## src/rtl/pipe_stall_ctrl.sv

```systemverilog
// Purpose: merges load-use, multi-cycle EX and exception requests into one per-stage stall/flush control.
// Latency: stall/flush/new_pc are combinational from inputs and state; counters update on the next clock edge.
// Backpressure: the stall vector is itself the pipeline backpressure; this block accepts requests every cycle.
module pipe_stall_ctrl #(
  parameter int MC_LAT = 4,
  parameter int CNT_W  = 8
) (
  input  logic        i_clk,
  input  logic        i_rst,
  input  logic        i_stallreq_id,
  input  logic        i_mc_start,
  input  logic        i_excp_valid,
  input  logic [31:0] i_excp_handler,
  output logic [5:0]  o_stall,
  output logic        o_stall_aluop,
  output logic        o_mc_done,
  output logic        o_flush,
  output logic [31:0] o_new_pc,
  output logic [15:0] o_perf_stall_cnt
);

  typedef enum logic {
    ST_IDLE   = 1'b0,
    ST_MCYCLE = 1'b1
  } state_t;

  // Launch cycle counts as the first stall cycle, so the counter starts at MC_LAT-1.
  localparam logic [CNT_W-1:0] CNT_INIT = CNT_W'(MC_LAT - 1);
  localparam logic [CNT_W-1:0] CNT_ONE  = CNT_W'(1);

  // Hold PC, IF/ID, ID/EX and EX/MEM while the multi-cycle unit is busy.
  localparam logic [5:0] STALL_MC = 6'b001111;
  // Hold PC and IF/ID; ID/EX takes a bubble for the load-use hazard.
  localparam logic [5:0] STALL_LU = 6'b000111;

  state_t           r_state;
  state_t           w_state_nxt;
  logic [CNT_W-1:0] r_cnt;
  logic [CNT_W-1:0] w_cnt_nxt;
  logic [15:0]      r_perf_cnt;

  logic [5:0]       w_stall;
  logic             w_stall_aluop;
  logic             w_mc_done;
  logic             w_flush;
  logic [31:0]      w_new_pc;

  // Next-state and output decode: exception beats multi-cycle beats load-use; reset forces everything to 0.
  always_comb begin
    w_state_nxt   = r_state;
    w_cnt_nxt     = r_cnt;
    w_stall       = 6'b000000;
    w_stall_aluop = 1'b0;
    w_mc_done     = 1'b0;
    w_flush       = 1'b0;
    w_new_pc      = 32'h0000_0000;

    if (!i_rst) begin
      w_state_nxt = ST_IDLE;
      w_cnt_nxt   = '0;
    end else if (i_excp_valid) begin
      // Any in-flight multi-cycle op is dropped without mc_done; a same-cycle mc_start is ignored.
      w_flush     = 1'b1;
      w_new_pc    = i_excp_handler;
      w_state_nxt = ST_IDLE;
      w_cnt_nxt   = '0;
    end else if (r_state == ST_MCYCLE) begin
      w_stall       = STALL_MC;
      w_stall_aluop = 1'b1;
      if (r_cnt == CNT_ONE) begin
        w_mc_done   = 1'b1;
        w_state_nxt = ST_IDLE;
        w_cnt_nxt   = '0;
      end else begin
        w_cnt_nxt = r_cnt - CNT_ONE;
      end
    end else if (i_mc_start) begin
      w_stall       = STALL_MC;
      w_stall_aluop = 1'b1;
      w_state_nxt   = ST_MCYCLE;
      w_cnt_nxt     = CNT_INIT;
    end else if (i_stallreq_id) begin
      w_stall = STALL_LU;
    end
  end

  // State and latency counter registers with synchronous active-low reset.
  always_ff @(posedge i_clk) begin
    if (!i_rst) begin
      r_state <= ST_IDLE;
      r_cnt   <= '0;
    end else begin
      r_state <= w_state_nxt;
      r_cnt   <= w_cnt_nxt;
    end
  end

  // Saturating count of cycles in which IF/ID is held; flush cycles never hold IF/ID.
  always_ff @(posedge i_clk) begin
    if (!i_rst) begin
      r_perf_cnt <= 16'h0000;
    end else if (w_stall[1] && (r_perf_cnt != 16'hFFFF)) begin
      r_perf_cnt <= r_perf_cnt + 16'h0001;
    end
  end

  assign o_stall          = w_stall;
  assign o_stall_aluop    = w_stall_aluop;
  assign o_mc_done        = w_mc_done;
  assign o_flush          = w_flush;
  assign o_new_pc         = w_new_pc;
  assign o_perf_stall_cnt = r_perf_cnt;

endmodule

```

## config.mk

```make
export PLATFORM = sky130hd
export DESIGN_NAME = pipe_stall_ctrl
export DESIGN_NICKNAME = d
export VERILOG_FILES = /design/src/rtl/pipe_stall_ctrl.sv
export SDC_FILE = /design/constraint.sdc
export NUM_CORES = 1
export LEC_CHECK = 0
export BUFFER_PORTS_ARGS = -buffer_cell sky130_fd_sc_hd__buf_4
export CORE_AREA = 3 3 72 74
export DETAILED_ROUTE_END_ITERATION = 8
export DIE_AREA = 0 0 75 77
export GPL_TIMING_DRIVEN = 0
export PLACE_DENSITY = 0.72
export SYNTH_ARGS = -nofsm -noshare
export SYNTH_HDL_FRONTEND = slang
export SYNTH_SLANG_ARGS = --single-unit
```

## constraint.sdc

```tcl
create_clock -name i_clk -period 1.8 [get_ports i_clk]
set_clock_uncertainty 0.05 [all_clocks]
set_input_delay 0.27 -clock i_clk [delete_from_list [all_inputs] [get_ports i_clk]]
set_output_delay 0.27 -clock i_clk [all_outputs]
set_load 0.01 [all_outputs]
```

Yosys cells after proc, flatten, opt, wreduce, memory -nomap -nowiden
Cells that the tools add are included.
- register bits after elaboration: 25
- bits in latches: 0
- ROM bits: 0
- memory bits (writable): 0
- memories: 0
- $lt $le $gt $ge: 0
- divide/modulo/power cells: 0
- bitwise operators: 1
- multiply operators: 0
- shift-type cells: 0
- reductions and logical operators: 3
- muxes and demuxes: 22
- add/subtract/negate cells: 2
- eq/ne operators: 2
- operator list (kind ; number):
    two-way mux 32 bit ; 2
    two-way mux 8 bit ; 3
    adder 16 x 1 -> 16 bit, second input constant ; 1
    != test 16 bit, second input constant ; 1
    two-way mux 1 bit ; 12
    two-way mux 4 bit ; 3
    == test 8 x 1 -> 1 bit, second input constant ; 1
    subtractor 8 x 1 -> 8 bit, second input constant ; 1
    two-way mux 6 bit ; 1
    two-way mux 3 bit ; 1
    nonzero test 2 bit ; 1
    OR reduction 2 bit ; 1
    logical AND 1 bit ; 1
    NOT 1 bit ; 1

Depth between registers and ports, before layout
- word-level depth: 6
- mapped depth: 6
- mapped depth without buffers: 6

Least setup slack after synthesis
No wires, ideal clock.
- path kind: flip-flop to flip-flop
- start point: reg r_perf_cnt[0], in the netlist o_perf_stall_cnt[0]
- end point: reg r_perf_cnt[6], in the netlist o_perf_stall_cnt[6]
- path buffers: 1
- arrival time: 1.643 ns
- setup slack: 0.037 ns
- stages on the path, launching flop included: 7
- cell sequence: dfxtp_1 ha_1 and3_4 and4_4 buf_6 or4_1 a21oi_1
- word-level cells in the longest chain between the ends: 2
- elaborated cells between the ends (all ways): 3
- RTL lines (what ; line ; RTL):
    start, declared ; 40 ; logic [15:0] r_perf_cnt;
    start signal, assigned ; 103 ; r_perf_cnt <= r_perf_cnt + 16'h0001;
    branches (longest 2 deep; another with adder 16 x 1 -> 16 bit) ; - ;
Parallel ways; which one is timed is not known.
A chain may end at the register's enable or synchronous reset.

Worst setup path in the final report
- start point: reg r_cnt[5]
- end point: out o_mc_done
- word-level cells in the longest chain between the ends: 5
- RTL lines (what ; line ; RTL):
    start, declared ; 38 ; logic [CNT_W-1:0] r_cnt;
    start signal, assigned ; 94 ; r_cnt <= w_cnt_nxt;
    == test 8 x 1 -> 1 bit ; 70 ; if (r_cnt == CNT_ONE) begin
    two-way mux 1 bit ; 70 ;
    two-way mux 1 bit ; 67 ; end else if (r_state == ST_MCYCLE) begin
    two-way mux 1 bit ; 61 ; end else if (i_excp_valid) begin
    two-way mux 1 bit ; 58 ; if (!i_rst) begin
    end, declared ; 16 ; output logic o_mc_done,
No other way between the ends.

==> summary.md <==
| Metric | Value |
|---|---|
| Die area | 5780 um^2 |
| H-tree depth | 1 |
| Rows | 25 |
| Finished Cell Area | 2570 um^2 |
| Total leakage power | 1.21 nW |
| GRT Total Usage | 16.7% |
| Synthesis-to-layout area growth | 59.4% |
| Final hold vios | 0 |
| CP endpoint kind | primary output |
| Slew Limit Fails | 0 |
| Status | finished with violations |
| Antenna viol nets, final | 0 |
| Final setup fails | 1 |
| DR vias | 1879 |
| Synth area leaders | dfxtp_1 31%, and3_1 12%, o31ai_1 3.7% |
| Tot Pwr | 1.22 mW |
| Failing checks | setup timing |
| Max Root-Sink Buffers | 2 |
| CP top delay family | simple AND/OR/NAND/NOR gates |
| Most common cell after layout, fill and taps aside | buf_4 |
| Die X | 75 um |
| DP Area | 2360 um^2 |
| Number of stages on the worst hold path | 4 |
| Initial core utilization | 34.6% |
| Levels on crit path | 5 |
| Area leader, netlist | dfxtp_1 |
| DP HPWL | 3.71 mm |
| Post-route setup slack | -0.00667 ns |
| Cts-stage hold buffer count | 0 |
| YS warnings | 0 |
| Critical path, cell by cell | or3_4 > nor2_4 > nand4b_1 > nor2_1 > buf_4 |
| Min Tclk post-route | 1.81 ns |
| Syn_area_per_cell | 8.23 um^2 |
| DRC Markers | 0 |
| Synthesized flop and latch total | 25 |
| Commonest cells after routing, fill and taps aside | 107 x buf_4, 32 x and3_1, 19 x dfxtp_1 |
| Ports | 94 |
| Gr ovfl total | 0 |
| Die Y | 77 um |
| Crit path launch type | flop |
| Synth Flop Type | dfxtp_1 |
| I/O Buffers | 90 |
| Synth Instances | 196 |
| RSZ-0062 raised after global routing | true |
| Clock Sinks | 25 |
| Power Density | 474 nW/um^2 |
| NumNets Final | 343 |
| Maximum clock frequency | 554 MHz |
| Worst-path clk slew | 0.10 ns |
| Core Footprint | 4660 um^2 |
| Buf+Inv Stages, Crit Path | 1 |
| Layout cell share with drive strength beyond 1 | 46.7% |
| Post-Syn Area | 1610 um^2 |
| CTS tree | done |
| Critical path data required time | 1.48 ns |
| Hold/Removal Path Class | primary input to flop |
| Global-route wire length before repair | 7.96 mm |
| Synth unique cells | 44 |
| CTS Buf Count | 3 |
| Slowest CP cell | or3_4 |
| Final period util | 100% |
| Largest net degree at the start of global routing | 16 |
| Vias per cell | 5.28 |
| Diode count | 0 |
| Crit Path Class | flop to primary output |
| Critical-path maximum fanout | 2 |
| Drt pass-1 iters | 4 |
| Final setup TNS | -0.00667 ns |
| Asr flop ratio synth | 0% |
| Clock Latency Late Sink | 0.27 ns |
| Post-synth EDFFs | 0 |
| VDD IR max | 0.290 mV |
| Total Wirelength | 4.93 mm |
| Clk root buf | clkbuf_8 |
| Seq/Total Area, Yosys | 31.0% |
| Drt first-iter violations | 113 |
| Crit-path max cell delay | 0.40 ns |
| Vias in the first global route | 1759 |
| Reg2Reg Depth | 6 |
| Yosys top cell area share | 31.0% |
| Max Cap Violations | 0 |
| Antenna violations before repair | 0 |
| Routability Congestion | 0.766 |
| Routed wire per std cell | 13.8 um |
| Arr. time, crit path | 1.49 ns |
## layer usage
layer  share of wire (%)  track usage [%]
met5                   0                0
met1                  43             21.3
met4                0.83             2.14
met3                 5.0             3.93
met2                  51             28.7
## where the power goes
group | switching, mW | internal [mW] | leakage (nW)
Sequential | 0.00963 | 0.561 | 0.206
Clock | 0.186 | 0.157 | 0.0217
Combinational | 0.137 | 0.169 | 0.980
Total | 0.332 | 0.887 | 1.21
## metrics by stage
step           worst slack, ns  hold slack, ns  cells  utilization (%)
2_1_floorplan           0.0369           0.403    197                -
3_3_place_gp          0.000656           0.417    341             50.6
3_5_place_dp           -0.0171           0.433    341             50.6
4_1_cts                -0.0196           0.294    348             52.8
5_1_grt                 -0.110           0.337    356             55.2
6_report              -0.00667           0.308    356             55.2
## Yosys cell counts, types with 3 or more instances
master    count
or3_1         3
clkbuf_1      7
o311ai_0      4
ha_1          3
nand3_1       6
o21ai_0       6
and3_1       32
or4_1         5
nand2_1      14
and4_4        3
nand4_1       6
nor3_1        6
o31ai_1       8
nand2b_1      3
dfxtp_1      25
inv_1         6
buf_4         6
nor2_1        9
a21oi_1       9
## timing repair
item	4_1_cts	5_1_grt
buffers inserted	3	8
endpoints found under the setup margin	5	12
gates resized for setup	10	14
pin swaps	5	4
## final timing paths
kind                       start                   to  slack, ns
max reg2reg  o_perf_stall_cnt[0]  o_perf_stall_cnt[6]       0.04
min                   i_mc_start             r_cnt[6]       0.31
min reg2reg             r_cnt[7]             r_cnt[7]       0.44
max                     r_cnt[5]            o_mc_done     -0.007
## tightest hold or removal path: cells and delay by family
family / cells / cell delay [ns]
simple gates: 2 / 0.15
compound gates: 1 / 0.06
buf+inv: 1 / 0.11
## kinds of logic after synthesis
family | Yosys count | synth area share [%]
mux | 2 | 1.24
xor+xnor | 2 | 1.09
other cells | 1 | 0.233
buf+inv | 21 | 6.83
compound gates | 40 | 18.5
fa+ha+maj | 3 | 2.33
simple gates | 102 | 38.7
flops | 25 | 31.0
## state kept, by name, indices dropped and copies added, names as in the netlist
signal / cells
r_state: 1
o_perf_stall_cnt: 16
r_cnt: 8
## layout make-up
type | instances | area [um^2]
fillers | 430 | 2090
multi-input cells | 151 | 1070
repair buffers | 101 | 758
flip-flops and latches | 25 | 515
plain buffers | 15 | 87.6
well taps | 54 | 67.6
clock buffers | 3 | 41.3
inverters | 6 | 22.5
clock inverters | 1 | 7.51
No activity file was read; power rests on OpenSTA's default activity.
